===== src/rtl/telemetry_frame_formatter.sv =====
// telemetry_frame_formatter
//   Periodically snapshots encoder 1/2 positions, the raw DS18B20 temperature
//   and the bill-acceptor count, and serialises them as one fixed 18-character
//   frame "aEEE EEE TTTT BB\r\n" (uppercase hex), handing one byte at a time to
//   async_transmitter through its start/busy handshake.
//
//   Ports
//     CLK_10MHZ    system clock, rising edge
//     rst_n        asynchronous active-low reset
//     ena          enables the period timer and the start of new frames
//     frame_req    one-cycle request for an immediate frame
//     enc1Pos      encoder 1 position (12b)
//     enc2Pos      encoder 2 position (12b)
//     temperature  DS18B20 raw temperature (16b)
//     billAccumed  accumulated bill count (8b)
//     tx_busy      TxD_busy from async_transmitter
//     tx_start     one-cycle TxD_start pulse
//     tx_data      TxD_data, valid while tx_start=1
//     frame_busy   high from LOAD until the last byte has been accepted
//     frame_done   one-cycle pulse after the last byte's guard cycle
//     overrun      sticky flag: a trigger arrived while a frame was in flight
module telemetry_frame_formatter #(
    parameter int unsigned FRAME_PERIOD = 100000
) (
    input  logic        CLK_10MHZ,
    input  logic        rst_n,
    input  logic        ena,
    input  logic        frame_req,
    input  logic [11:0] enc1Pos,
    input  logic [11:0] enc2Pos,
    input  logic [15:0] temperature,
    input  logic [7:0]  billAccumed,
    input  logic        tx_busy,
    output logic        tx_start,
    output logic [7:0]  tx_data,
    output logic        frame_busy,
    output logic        frame_done,
    output logic        overrun
);

    localparam int unsigned CNT_W    = $clog2(FRAME_PERIOD);
    localparam int unsigned IDX_W    = 5;
    localparam int unsigned FRAME_LEN = 18;

    localparam logic [CNT_W-1:0] LAST_CNT = CNT_W'(FRAME_PERIOD - 1);
    localparam logic [IDX_W-1:0] LAST_IDX = IDX_W'(FRAME_LEN - 1);

    localparam logic [7:0] CHAR_A     = 8'h61;
    localparam logic [7:0] CHAR_SPACE = 8'h20;
    localparam logic [7:0] CHAR_CR    = 8'h0D;
    localparam logic [7:0] CHAR_LF    = 8'h0A;

    typedef enum logic [2:0] {
        IDLE,
        LOAD,
        SEND,
        GUARD,
        WAIT
    } stateType;

    stateType         state, stateNext;
    logic [CNT_W-1:0] periodCnt, periodCntNext;
    logic [IDX_W-1:0] idx, idxNext;
    logic [11:0]      enc1Snap, enc2Snap;
    logic [15:0]      tempSnap;
    logic [7:0]       billSnap;
    logic [7:0]       txDataNext;
    logic             frameBusyNext, frameDoneNext, overrunNext;
    logic             snapLoad;
    logic             trigP, trigger;
    logic [7:0]       idxChar;

    // Nibble to uppercase ASCII hex digit.
    function automatic logic [7:0] hexAscii(input logic [3:0] nib);
        return (nib < 4'd10) ? (8'(nib) + 8'h30) : (8'(nib) + 8'h37);
    endfunction

    // Frame trigger: period expiry or an explicit request, both gated by ena.
    assign trigP   = ena && (periodCnt == LAST_CNT);
    assign trigger = trigP || (frame_req && ena);

    // Period counter runs only while enabled and wraps on expiry.
    always_comb begin
        periodCntNext = periodCnt;
        if (ena) begin
            periodCntNext = (periodCnt == LAST_CNT) ? '0 : periodCnt + CNT_W'(1);
        end
    end

    // Character at the current frame position, taken from the snapshot.
    always_comb begin
        idxChar = 8'h00;
        case (idx)
            5'd0:    idxChar = CHAR_A;
            5'd1:    idxChar = hexAscii(enc1Snap[11:8]);
            5'd2:    idxChar = hexAscii(enc1Snap[7:4]);
            5'd3:    idxChar = hexAscii(enc1Snap[3:0]);
            5'd4:    idxChar = CHAR_SPACE;
            5'd5:    idxChar = hexAscii(enc2Snap[11:8]);
            5'd6:    idxChar = hexAscii(enc2Snap[7:4]);
            5'd7:    idxChar = hexAscii(enc2Snap[3:0]);
            5'd8:    idxChar = CHAR_SPACE;
            5'd9:    idxChar = hexAscii(tempSnap[15:12]);
            5'd10:   idxChar = hexAscii(tempSnap[11:8]);
            5'd11:   idxChar = hexAscii(tempSnap[7:4]);
            5'd12:   idxChar = hexAscii(tempSnap[3:0]);
            5'd13:   idxChar = CHAR_SPACE;
            5'd14:   idxChar = hexAscii(billSnap[7:4]);
            5'd15:   idxChar = hexAscii(billSnap[3:0]);
            5'd16:   idxChar = CHAR_CR;
            5'd17:   idxChar = CHAR_LF;
            default: idxChar = 8'h00;
        endcase
    end

    // Next-state and output logic.
    // tx_data is loaded on entry to SEND so it is already stable when the
    // transmitter goes idle; tx_start is then issued in that same cycle, which
    // gives a trigger-to-first-start latency of two cycles.
    always_comb begin
        stateNext     = state;
        idxNext       = idx;
        txDataNext    = tx_data;
        frameBusyNext = frame_busy;
        frameDoneNext = 1'b0;
        overrunNext   = overrun || (trigger && (state != IDLE));
        snapLoad      = 1'b0;
        tx_start      = 1'b0;

        case (state)
            IDLE: begin
                if (trigger) begin
                    stateNext     = LOAD;
                    frameBusyNext = 1'b1;
                end
            end
            LOAD: begin
                snapLoad   = 1'b1;
                idxNext    = '0;
                txDataNext = CHAR_A;
                stateNext  = SEND;
            end
            SEND: begin
                if (!tx_busy) begin
                    tx_start  = 1'b1;
                    stateNext = GUARD;
                end
            end
            GUARD: begin
                // The transmitter raises busy one cycle late, so skip it here.
                if (idx == LAST_IDX) begin
                    stateNext     = IDLE;
                    frameDoneNext = 1'b1;
                    frameBusyNext = 1'b0;
                end else begin
                    idxNext   = idx + IDX_W'(1);
                    stateNext = WAIT;
                end
            end
            WAIT: begin
                if (!tx_busy) begin
                    stateNext  = SEND;
                    txDataNext = idxChar;
                end
            end
            default: begin
                stateNext = IDLE;
            end
        endcase
    end

    // State and registered outputs; snapshot captured only in LOAD.
    always_ff @(posedge CLK_10MHZ or negedge rst_n) begin
        if (!rst_n) begin
            state      <= IDLE;
            periodCnt  <= '0;
            idx        <= '0;
            enc1Snap   <= '0;
            enc2Snap   <= '0;
            tempSnap   <= '0;
            billSnap   <= '0;
            tx_data    <= '0;
            frame_busy <= 1'b0;
            frame_done <= 1'b0;
            overrun    <= 1'b0;
        end else begin
            state      <= stateNext;
            periodCnt  <= periodCntNext;
            idx        <= idxNext;
            tx_data    <= txDataNext;
            frame_busy <= frameBusyNext;
            frame_done <= frameDoneNext;
            overrun    <= overrunNext;
            if (snapLoad) begin
                enc1Snap <= enc1Pos;
                enc2Snap <= enc2Pos;
                tempSnap <= temperature;
                billSnap <= billAccumed;
            end
        end
    end

endmodule

===== config.mk =====
export PLATFORM = sky130hd
export DESIGN_NAME = telemetry_frame_formatter
export DESIGN_NICKNAME = d
export VERILOG_FILES = /design/src/rtl/telemetry_frame_formatter.sv
export SDC_FILE = /design/constraint.sdc
export NUM_CORES = 1
export LEC_CHECK = 0
export BUFFER_PORTS_ARGS = -buffer_cell sky130_fd_sc_hd__buf_4
export CAP_MARGIN = 20
export CORE_MARGIN = 2
export CORE_UTILIZATION = 60
export DETAILED_ROUTE_END_ITERATION = 7
export PLACE_DENSITY = 0.83
export REMOVE_ABC_BUFFERS = 1
export SKIP_LAST_GASP = 1
export SYNTH_ARGS = -nofsm -noshare
export SYNTH_HDL_FRONTEND = slang
export SYNTH_SLANG_ARGS = --single-unit

===== constraint.sdc =====
create_clock -name CLK_10MHZ -period 4.1 [get_ports CLK_10MHZ]
set_input_delay 0.82 -clock CLK_10MHZ [delete_from_list [all_inputs] [get_ports CLK_10MHZ]]
set_output_delay 0.82 -clock CLK_10MHZ [all_outputs]
set_load 0.01 [all_outputs]

==> flow_summary.toml <==
[yosys]
synth_cells = 562
synth_edf_count = 0
synth_warnings = 0
syn_area_per_cell_um2 = 8.87
netlist_area_um2 = 4990
synthArstFlopShare_pct = 100
yosysSeqAreaShare_pct = 41.6
ys_types = 55
ys_ff_latch = 83
ys.flop_type = "dfrtp_1"

[die]
start_util_pct = 61.3
die_area_um2 = 9060
dieHeight_um = 95.2
coreArea_um2 = 8130
die_x_um = 95.2
pin_count = 65
rows = 33

[clock_network]
tritoncts = "done"
cts.path.max_buffers = 2
htreeDepth = 3
clockRootBuffer = "clkbuf_8"
cts_setup_buffers = 0
insertion_delay_ps = 360
clk_pin_slew_ps = 100
cts_made_buffers = 9
clock_sinks = 83
cts_hold_buf = 0
cts_resized = 0

[global_routing]
grt_pass1_vias = 4103
grt_overflow_total = 0
grt_usage_pct = 28.4
antenna_found_initial = 0
grt_first_pass_wirelength_um = 19800
grt_max_degree = 84

[timing]
timing.setup.tns_ps = 0
clock_skew_ps = 11.8
setup_viol = 0
fmax_mhz = 410
finalHoldViolCount = 0
worst_pin_slew_ps = 593
finalCritPeriodShare_pct = 59.5
setup_ws_ps = 1660
slew_headroom_pct = 60.4
rsz0062_at_grt = "false"
slew_viol_final = 0
fin_crit_ps = 2440

[cells_and_area]
antenna_cells = 0
area_growth_pct = 15.5
stdcell_count = 728
post-route-util_pct = 70.8
final_cell_mix = "83 x dfrtp_1, 66 x nand2_1, 64 x buf_4"
mostFrequentLayoutCell = "dfrtp_1"
drive_above_1_share_pct = 17.3
fin_nets = 689
design_area_um2 = 5760

[routing]
antenna_left = 0
vias = 4428
wl_um = 12600
vias_per_cell = 6.08
drcViolationCount = 0
initialDrtViolationCount = 299
drt_pass1_iterations = 5
routedWlPerCell_um = 17.2

[min_path]
min_path_type = "in -> async"

[pwr]
p_per_area_nw_per_um2 = 677
p_leak_nw = 2.46
ir_drop_mv = 0.379

[placed_design]
placedCellCount = 711
gp_congestion = 0.950
dp_hpwl_um = 9380
placed_cell_area_um2 = 5510
place_ws_ps = 1740
port_buffers = 63

[worst_setup_path]
crit_arrival_ps = 2670
crit_required_ps = 4330
regToRegSetupSlack_ps = 1660
r2r_cells = 8
path_max_fanout = 5
critPathCaptureType = "flip-flop"
startpoint_type = "flip-flop"
path_class = "reg -> reg"

[job]
drv_cap = 0

[run_status]
outcome = "complete, no violations"
==> kinds of logic (layout without fill, tap and decap cells) <==
family,count (synthesis),after routing,share of synthesized area (%)
flip-flops,83,83,41.6
AND/OR/NAND/NOR,201,201,20.9
multiplexers,24,24,5.39
buffers and inverters,53,114,4.42
adder cells (fa/ha/maj),18,18,4.52
XOR/XNOR,25,25,4.39
AO/OA/AOI/OAI,157,157,18.6
other,1,1,0.0752
==> Yosys cell counts (10+ instances only) <==
cell type	number	area share, %
dfrtp_1	83	42
nand2_1	66	5.0
o21ai_0	58	5.8
a21oi_1	35	3.5
inv_1	33	2.5
nor2_1	33	2.5
mux2_2	23	5.2
xnor2_1	20	3.5
ha_1	18	4.5
o22ai_1	17	2.1
nor2b_1	16	2.0
nand4_1	13	1.6
nand3_1	12	1.2
clkbuf_1	11	0.83
nor3_1	11	1.1
a211oi_1	10	1.5
and3_1	10	1.3
==> critical path, cell delays in order (launching register included) <==
cell,delay [ps]
dfrtp_1,410
inv_1,120
ha_1,290
nor2b_1,190
nand2_1,210
a21oi_1,80
or4_1,570
nor4_1,340
o21ai_1,90
==> final timing paths <==
path,start,endpoint
setup / recovery,idx[0]$_DFFE_PN0P_,tx_data[2]$_DFFE_PN0P_
hold / removal,rst_n,periodCnt[3]$_DFFE_PN0P_
setup reg to reg,idx[0]$_DFFE_PN0P_,tx_data[2]$_DFFE_PN0P_
hold reg to reg,periodCnt[4]$_DFFE_PN0P_,periodCnt[4]$_DFFE_PN0P_
max in group asynchronous,rst_n,enc2Snap[1]$_DFFE_PN0P_
min in group CLK_10MHZ,periodCnt[4]$_DFFE_PN0P_,periodCnt[4]$_DFFE_PN0P_
==> metal layers <==
layer	up-vias	global-route usage, %	part of all wire [%]
met3	37	4.74	5.3
met2	154	46.1	48
met1	2095	37.4	44
met5	-	0	0
met4	0	12.3	3.3
li1	2142	-	-
==> through the flow <==
stage               hold slack (ps)  total power, W
floorplan                       438         0.00266
global placement                453         0.00310
detailed placement              462         0.00320
CTS                             479         0.00388
global route                    250         0.00416
finish                          253         0.00390
==> layout make-up <==
cell class	count	area, µm²
fillers	653	2370
flip-flops and latches	83	2080
inverters	33	124
repair buffers	65	508
clock buffers	9	124
clock inverters	7	98.8
multi-input cells	426	2700
well taps	105	131
==> report_power, final <==
part | total (W) | leakage (nW) | internal (W) | switching [W]
combinational | 0.00169 | 1.32 | 0.000743 | 0.000945
clock | 0.000679 | 0.111 | 0.000349 | 0.000330
sequential | 0.00154 | 1.03 | 0.00113 | 0.000404
total | 0.00390 | 2.46 | 0.00222 | 0.00168
==> sequential cells by signal (all words and copies together) (netlist names), 3 cells and up <==
register and flops:
billSnap 8, enc1Snap 12, enc2Snap 12, idx 5, periodCnt 17, state 3, tempSnap 16, tx_data 7
No activity file was read; power rests on OpenSTA's default activity.
